## src/rtl/pipe_hazard_ctrl.sv

```systemverilog
// Stall/flush sequencer for the 5-stage pipeline: load-use, branch flush and data-memory freeze.
// Optional HAZARD_PERF_EN enables the saturating stall-cycle counter on stall_cnt_o.
module pipe_hazard_ctrl #(
  parameter int unsigned MEM_TIMEOUT = 255
) (
  input  logic        clk_i,
  input  logic        rst_i,
  input  logic        IDEX_MemRead_i,
  input  logic [4:0]  IDEX_RDaddr_i,
  input  logic [4:0]  IFID_RS1addr_i,
  input  logic [4:0]  IFID_RS2addr_i,
  input  logic        Branch_taken_i,
  input  logic        EXMEM_MemRead_i,
  input  logic        EXMEM_MemWrite_i,
  input  logic        mem_ack_i,
  output logic        PC_write_o,
  output logic        IFID_write_o,
  output logic        IFID_flush_o,
  output logic        IDEX_write_o,
  output logic        IDEX_bubble_o,
  output logic        EXMEM_write_o,
  output logic        MEMWB_bubble_o,
  output logic        mem_req_o,
  output logic        err_o,
  output logic [15:0] stall_cnt_o
);
  localparam int unsigned WAIT_W = 8;
  localparam int unsigned CNT_W  = 16;

  typedef enum logic {RUN, MEM_WAIT} state_t;

  state_t            state_q, state_d;
  logic [WAIT_W-1:0] wait_cnt_q, wait_cnt_d;
  logic              err_q, err_d;
  logic              mem_acc;
  logic              load_use;

  assign mem_acc  = EXMEM_MemRead_i | EXMEM_MemWrite_i;
  assign load_use = IDEX_MemRead_i && (IDEX_RDaddr_i != 5'd0) &&
                    ((IDEX_RDaddr_i == IFID_RS1addr_i) || (IDEX_RDaddr_i == IFID_RS2addr_i));

  // Next state and Mealy pipeline controls
  always_comb begin
    state_d        = state_q;
    wait_cnt_d     = wait_cnt_q;
    err_d          = err_q;
    PC_write_o     = 1'b1;
    IFID_write_o   = 1'b1;
    IFID_flush_o   = 1'b0;
    IDEX_write_o   = 1'b1;
    IDEX_bubble_o  = 1'b0;
    EXMEM_write_o  = 1'b1;
    MEMWB_bubble_o = 1'b0;
    mem_req_o      = mem_acc;

    if (rst_i) begin
      PC_write_o     = 1'b0;
      IFID_write_o   = 1'b0;
      IFID_flush_o   = 1'b1;
      IDEX_write_o   = 1'b0;
      IDEX_bubble_o  = 1'b1;
      EXMEM_write_o  = 1'b0;
      MEMWB_bubble_o = 1'b1;
      mem_req_o      = 1'b0;
    end else begin
      case (state_q)
        RUN: begin
          if (mem_acc && !mem_ack_i) begin
            PC_write_o     = 1'b0;
            IFID_write_o   = 1'b0;
            IDEX_write_o   = 1'b0;
            EXMEM_write_o  = 1'b0;
            MEMWB_bubble_o = 1'b1;
            state_d        = MEM_WAIT;
            wait_cnt_d     = '0;
          end else if (load_use) begin
            PC_write_o    = 1'b0;
            IFID_write_o  = 1'b0;
            IDEX_bubble_o = 1'b1;
          end else if (Branch_taken_i) begin
            IFID_flush_o = 1'b1;
          end
        end
        MEM_WAIT: begin
          mem_req_o = 1'b1;
          if (mem_ack_i) begin
            state_d = RUN;
          end else if (wait_cnt_q == WAIT_W'(MEM_TIMEOUT)) begin
            // Abort: release the pipe but keep the lost access out of MEM/WB
            MEMWB_bubble_o = 1'b1;
            err_d          = 1'b1;
            state_d        = RUN;
          end else begin
            PC_write_o     = 1'b0;
            IFID_write_o   = 1'b0;
            IDEX_write_o   = 1'b0;
            EXMEM_write_o  = 1'b0;
            MEMWB_bubble_o = 1'b1;
            wait_cnt_d     = wait_cnt_q + WAIT_W'(1);
          end
        end
        default: state_d = RUN;
      endcase
    end
  end

  always_ff @(posedge clk_i) begin
    if (rst_i) begin
      state_q    <= RUN;
      wait_cnt_q <= '0;
      err_q      <= 1'b0;
    end else begin
      state_q    <= state_d;
      wait_cnt_q <= wait_cnt_d;
      err_q      <= err_d;
    end
  end

  assign err_o = err_q;

`ifdef HAZARD_PERF_EN
  logic [CNT_W-1:0] stall_cnt_q, stall_cnt_d;

  // Saturating count of cycles with the PC held
  always_comb begin
    stall_cnt_d = stall_cnt_q;
    if (!PC_write_o && (stall_cnt_q != {CNT_W{1'b1}})) begin
      stall_cnt_d = stall_cnt_q + CNT_W'(1);
    end
  end

  always_ff @(posedge clk_i) begin
    if (rst_i) begin
      stall_cnt_q <= '0;
    end else begin
      stall_cnt_q <= stall_cnt_d;
    end
  end

  assign stall_cnt_o = stall_cnt_q;
`else
  assign stall_cnt_o = CNT_W'(0);
`endif

endmodule

```

## config.mk

```make
export PLATFORM = sky130hd
export DESIGN_NAME = pipe_hazard_ctrl
export DESIGN_NICKNAME = d
export VERILOG_FILES = /design/src/rtl/pipe_hazard_ctrl.sv
export SDC_FILE = /design/constraint.sdc
export NUM_CORES = 1
export LEC_CHECK = 0
export CAP_MARGIN = 20
export CORE_UTILIZATION = 35
export DETAILED_ROUTE_END_ITERATION = 8
export GPL_TIMING_DRIVEN = 0
export PLACE_DENSITY = 0.76
export SLEW_MARGIN = 20
export SYNTH_ARGS = -nofsm -noshare
export SYNTH_HDL_FRONTEND = slang
export SYNTH_SLANG_ARGS = --single-unit
```

## constraint.sdc

```tcl
create_clock -name clk_i -period 3.7 [get_ports clk_i]
set_input_delay 1.11 -clock clk_i [delete_from_list [all_inputs] [get_ports clk_i]]
set_output_delay 1.11 -clock clk_i [all_outputs]
set_load 0.005 [all_outputs]
```

# Yosys cells after proc, flatten, opt, wreduce, memory -nomap -nowiden
# Cells that the tools add are included.
# Widths: inputs -> output; s select.
[classes]
addsub = 1
multipliers = 0
div_mod_pow = 0
order_cmp = 0
n_eq_ne = 6
n_shift = 0
muxes = 31
n_bitwise = 3
n_reduce_logical = 8
[op_table]
columns = ["op", "n"]
rows = [
  ["$mux 8", 3],
  ["$mux 1", 23],
  ["$pmux 8 s2", 1],
  ["$eq 5x5->1", 2],
  ["$add 8x1->8 const B", 1],
  ["$eq 8x8->1 const B", 1],
  ["$pmux 1 s2", 4],
  ["$ne 2x2->1 const B", 3],
  ["$reduce_and 3->1", 2],
  ["$reduce_bool 5->1", 1],
  ["$logic_and 1x1->1", 3],
  ["$not 1->1", 2],
  ["$logic_not 1->1", 1],
  ["$logic_or 1x1->1", 1],
  ["$or 1x1->1", 1],
]
[word_totals]
register_bits = 10
latch_bits = 0
ram_bits = 0
mem_bits_ro = 0
in_bits = 22
output_inout_bits = 25
wordCells = 52
memories = 0

# Depth between registers and ports, before layout
[depth]
depth_word = 7
mapped_depth = 6
depth_no_buf = 5

# Least setup slack after synthesis
# No wires, ideal clock.
[synth_path]
path_type = "input port to output port"
startpoint = "input IDEX_RDaddr_i[1]"
endpoint = "output PC_write_o"
t_arrival_ps = 2361
required_time_ps = 2590
path_slack_ps = 229
stages = 5
n_path_buf = 1
cell_sequence = "or4_1 o21ai_1 inv_1 a311oi_1 buf_4"
[synth_between]
elab_chain_len = 7
[synth_rtl]
columns = ["element", "line_no", "source"]
rows = [
  ["start: declaration", "9", "input logic [4:0] IDEX_RDaddr_i,"],
  ["$eq 5x5->1 / $reduce_bool 5->1 (equally long branches)", "40, 39", ""],
  ["$logic_or 1x1->1 / $logic_and 1x1->1 (equally long branches)", "40, 39", ""],
  ["$logic_and 1x1->1 *", "39", "assign load_use = IDEX_MemRead_i && (IDEX_RDaddr_i != 5'd0) &&"],
  ["$mux 1 * (2 in a row)", "--", ""],
  ["$pmux 1 s2 *", "--", ""],
  ["$mux 1 *", "--", ""],
  ["end: declaration", "16", "output logic PC_write_o,"],
]
# Every way passes the cells marked *; elsewhere a longest branch is shown, timed or not.

# Worst setup path in the final report
[layout_path]
startpoint = "input IDEX_RDaddr_i[1]"
endpoint = "output IDEX_bubble_o"
[layout_between]
elab_chain_len = 7
[layout_rtl]
columns = ["element", "line_no", "source"]
rows = [
  ["$eq 5x5->1 / $reduce_bool 5->1 (equally long branches)", "40, 39", ""],
  ["$logic_or 1x1->1 / $logic_and 1x1->1 (equally long branches)", "40, 39", ""],
  ["$logic_and 1x1->1 *", "39", ""],
  ["$mux 1 *", "76", "end else if (load_use) begin"],
  ["$mux 1 *", "68", "if (mem_acc && !mem_ack_i) begin"],
  ["$mux 1 *", "66", "case (state_q)"],
  ["$mux 1 *", "56", "if (rst_i) begin"],
  ["end: declaration", "20", "output logic IDEX_bubble_o,"],
]
# Marked as above.

==> impl_metrics.csv <==
group,metric,value,unit
run_status,status,"finished clean",
cts,root_buffer,"clkbuf_4",
cts,cts_buffers,3,
die,die_h,49.61,µm
cts,hold_buffers,0,
setup_path,timing.rr.start,"wait_cnt_q[0]",
detailed_routing,drt-vias-per-instance,4.667,
die,die_w,49.61,µm
finish,final_cells,183,
die,initial_core_util,38.85,%
finish,final_core_util,62.44,%
detailed_routing,routed_wl,1999,µm
setup_path,cp_slowest_cell,"or4_4",
worst_hold_path,hold_class,"reg -> reg",
logic_synthesis,synth_flop_cell,"dfxtp_1",
logic_synthesis,synth_area_per_cell,7.777,µm²
setup_path,path_delay_family,"buffers and inverters",
power,vdd_drop_max,0.2970,mV
power,p_leak,0.5581,nW
worst_hold_path,holdPathEnd,"wait_cnt_q[1]",
cts,cts.sink_count,10,
cts,insertion_delay,0.27,ns
logic_synthesis,ys_ff_latch,10,
sta,skew,0.002853,ns
worst_hold_path,worstHoldPathCells,2,
finish,final_nets,180,
logic_synthesis,synth.distinct_cells,30,
setup_path,critPathMaxFanout,3,
die,io_pins,47,
sta,fin_setup_tns,0,ns
logic_synthesis,postSynthCellCount,102,
detailed_routing,drtAntennaViolNets,0,
cts,clockBufferDepth,2,
placed_design,placed_area,1184,µm²
detailed_routing,routedWlPerCell,10.92,µm
die,rows,16,
finish,layout_commonest_cell,"buf_4",
die,coreArea,2042,µm²
sta,period_minus_slack,3.664,ns
placed_design,place_inst,174,
cts,clk_pin_slew,0.07,ns
logic_synthesis,yosysSeqAreaShare,25.24,%
placed_design,hpwl,1485,µm
sta,fin_crit_sh,99.03,%
finish,drive_gt1_share,29.49,%
setup_path,end_kind,"output pin",
logic_synthesis,syn_area,793.3,µm²
setup_path,r2r_cells,6,
setup_path,crit_buf_inv,4,
die,die-area,2461,µm²
setup_path,r2r_end,"wait_cnt_q[2]",
finish,final_area,1275,µm²
job,max_cap_violations,0,
setup_path,startpoint_type,"input port",
cts,cts_htree_levels,1,
placed_design,port_buffers,30,
cts,cts_tree,"built",
global_routing,track_usage,16.93,%
setup_path,criticalPathCategory,"in -> out",
sta,hold-worst-slack,0.4752,ns
worst_hold_path,hold_path_startpoint,"wait_cnt_q[1]",
detailed_routing,drcViolationCount,0,
finish,antennaDiodeCount,0,
power,power.density,239.5,nW/µm²
global_routing,grt_max_degree,11,
setup_path,slowest_delay,0.53,ns
setup_path,crit_chain,"buf_2 -> or4_4 -> o21ai_2 -> inv_1 -> buf_4 -> a31o_2 -> clkdlybuf4s15_1",
detailed_routing,drt_iter0_drc,3,
detailed_routing,vias,854,
global_routing,grt_pass1_vias,784,
logic_synthesis,synth-edff-count,0,
global_routing,antenna_found_initial,0,
sta,setup_viol,0,
logic_synthesis,ys.warnings.count,0,
global_routing,grt-ovfl-total,0,
sta,drv_slew,0,
detailed_routing,detail_route.first_pass.iterations,3,
setup_path,rrSetupSlack,1.83,ns
finish,synthToLayoutAreaGrowth,60.73,%
logic_synthesis,async_flop_share,0,%
setup_path,cp.required,2.59,ns
finish,layout_common_cells,"buf_4 (24), clkdlybuf4s50_1 (18), conb_1 (16)",
setup_path,cp.arrival,2.55,ns
sta,hold_viol,0,
placed_design,gp_congestion,0.7555,
sta,fmaxAchievable,272.9,MHz
global_routing,grt_pass1_wl,3174,µm
==> worst max-delay path by stage <==
| stage | startpoint | to | depth (start not counted) |
|---|---|---|---|
| global route | rst_i | MEMWB_bubble_o | 4 |
| finish | IDEX_RDaddr_i[1] | IDEX_bubble_o | 7 |
| detailed placement | IDEX_RDaddr_i[1] | PC_write_o | 7 |
| CTS | IDEX_RDaddr_i[1] | IDEX_bubble_o | 7 |
| global placement | IDEX_RDaddr_i[1] | PC_write_o | 7 |
| floorplan | IDEX_RDaddr_i[1] | PC_write_o | 5 |
==> routing by layer <==
layer | vias up | wire length [µm] | GRT usage, %
met1 | 380 | 723 | 15.77
met2 | 32 | 1143 | 34.01
met3 | 2 | 124 | 5.864
li1 | 440 | - | -
met4 | 0 | 8 | 4.286
met5 | - | 0 | 0
==> tightest hold or removal path: cells and delay by family, from the launching register on <==
kind            cells  cell delay, ns
compound gates      1            0.05
flops               1            0.32
simple gates        1            0.06
==> report_power, final <==
group	internal, W	leakage, nW	switching, W	total [W]
clock	0.0000598	0.0210	0.0000406	0.000100
combinational	0.0000571	0.456	0.0000376	0.0000947
sequential	0.000109	0.0808	0.00000151	0.000110
total	0.000226	0.558	0.0000797	0.000305
==> kinds of logic after synthesis <==
logic type      share of synthesized area, %
compound gates                         21.77
xor+xnor                               11.04
fa+ha+maj                              1.577
buf+inv                                20.03
flops                                  25.24
other cells                           0.4727
simple gates                           19.87
==> what timing repair did <==
action | 4_1_cts | 5_1_grt
buffers inserted | 5 | 0
resized for setup | 29 | 8
pin swaps | 4 | 3
setup endpoints to repair | 7 | 6
==> synth_stat cells (2+ instances only) <==
master | instances | share of area (%)
buf_4 | 18 | 17
a21oi_1 | 10 | 6.3
dfxtp_1 | 10 | 25
xnor2_1 | 10 | 11
nor2_1 | 7 | 3.3
nand3_1 | 6 | 3.8
nand2_1 | 5 | 2.4
inv_1 | 4 | 1.9
or4_1 | 4 | 3.8
o21ai_0 | 3 | 1.9
o31ai_1 | 3 | 2.8
or3_1 | 3 | 2.4
and4_4 | 2 | 2.8
==> area by class of cell <==
cell class                      count  area [µm²]
Tap cell                           27       33.78
Inverter                            4       15.01
Sequential cell                    10       200.2
Multi-Input combinational cell     83       529.3
Clock buffer                        4       36.28
Timing Repair Buffer               35       315.3
Buffer                             20       145.1
Fill cell                         206       767.0
==> sequential cells by signal, indices dropped and copies added, names as in the netlist <==
signal,count
wait_cnt_q,8
state_q,1
err_o,1
==> stage by stage <==
| step | power [W] | setup slack (ns) |
|---|---|---|
| after floorplan | 0.0001580 | 0.2289 |
| after global placement | 0.0002000 | -0.7753 |
| after detailed placement | 0.0002016 | -0.8398 |
| after CTS | 0.0003069 | 0.01492 |
| after global routing | 0.0003241 | -0.0003606 |
| final | 0.0003053 | 0.03583 |
Note: power is estimated with default switching activity, not from simulation.
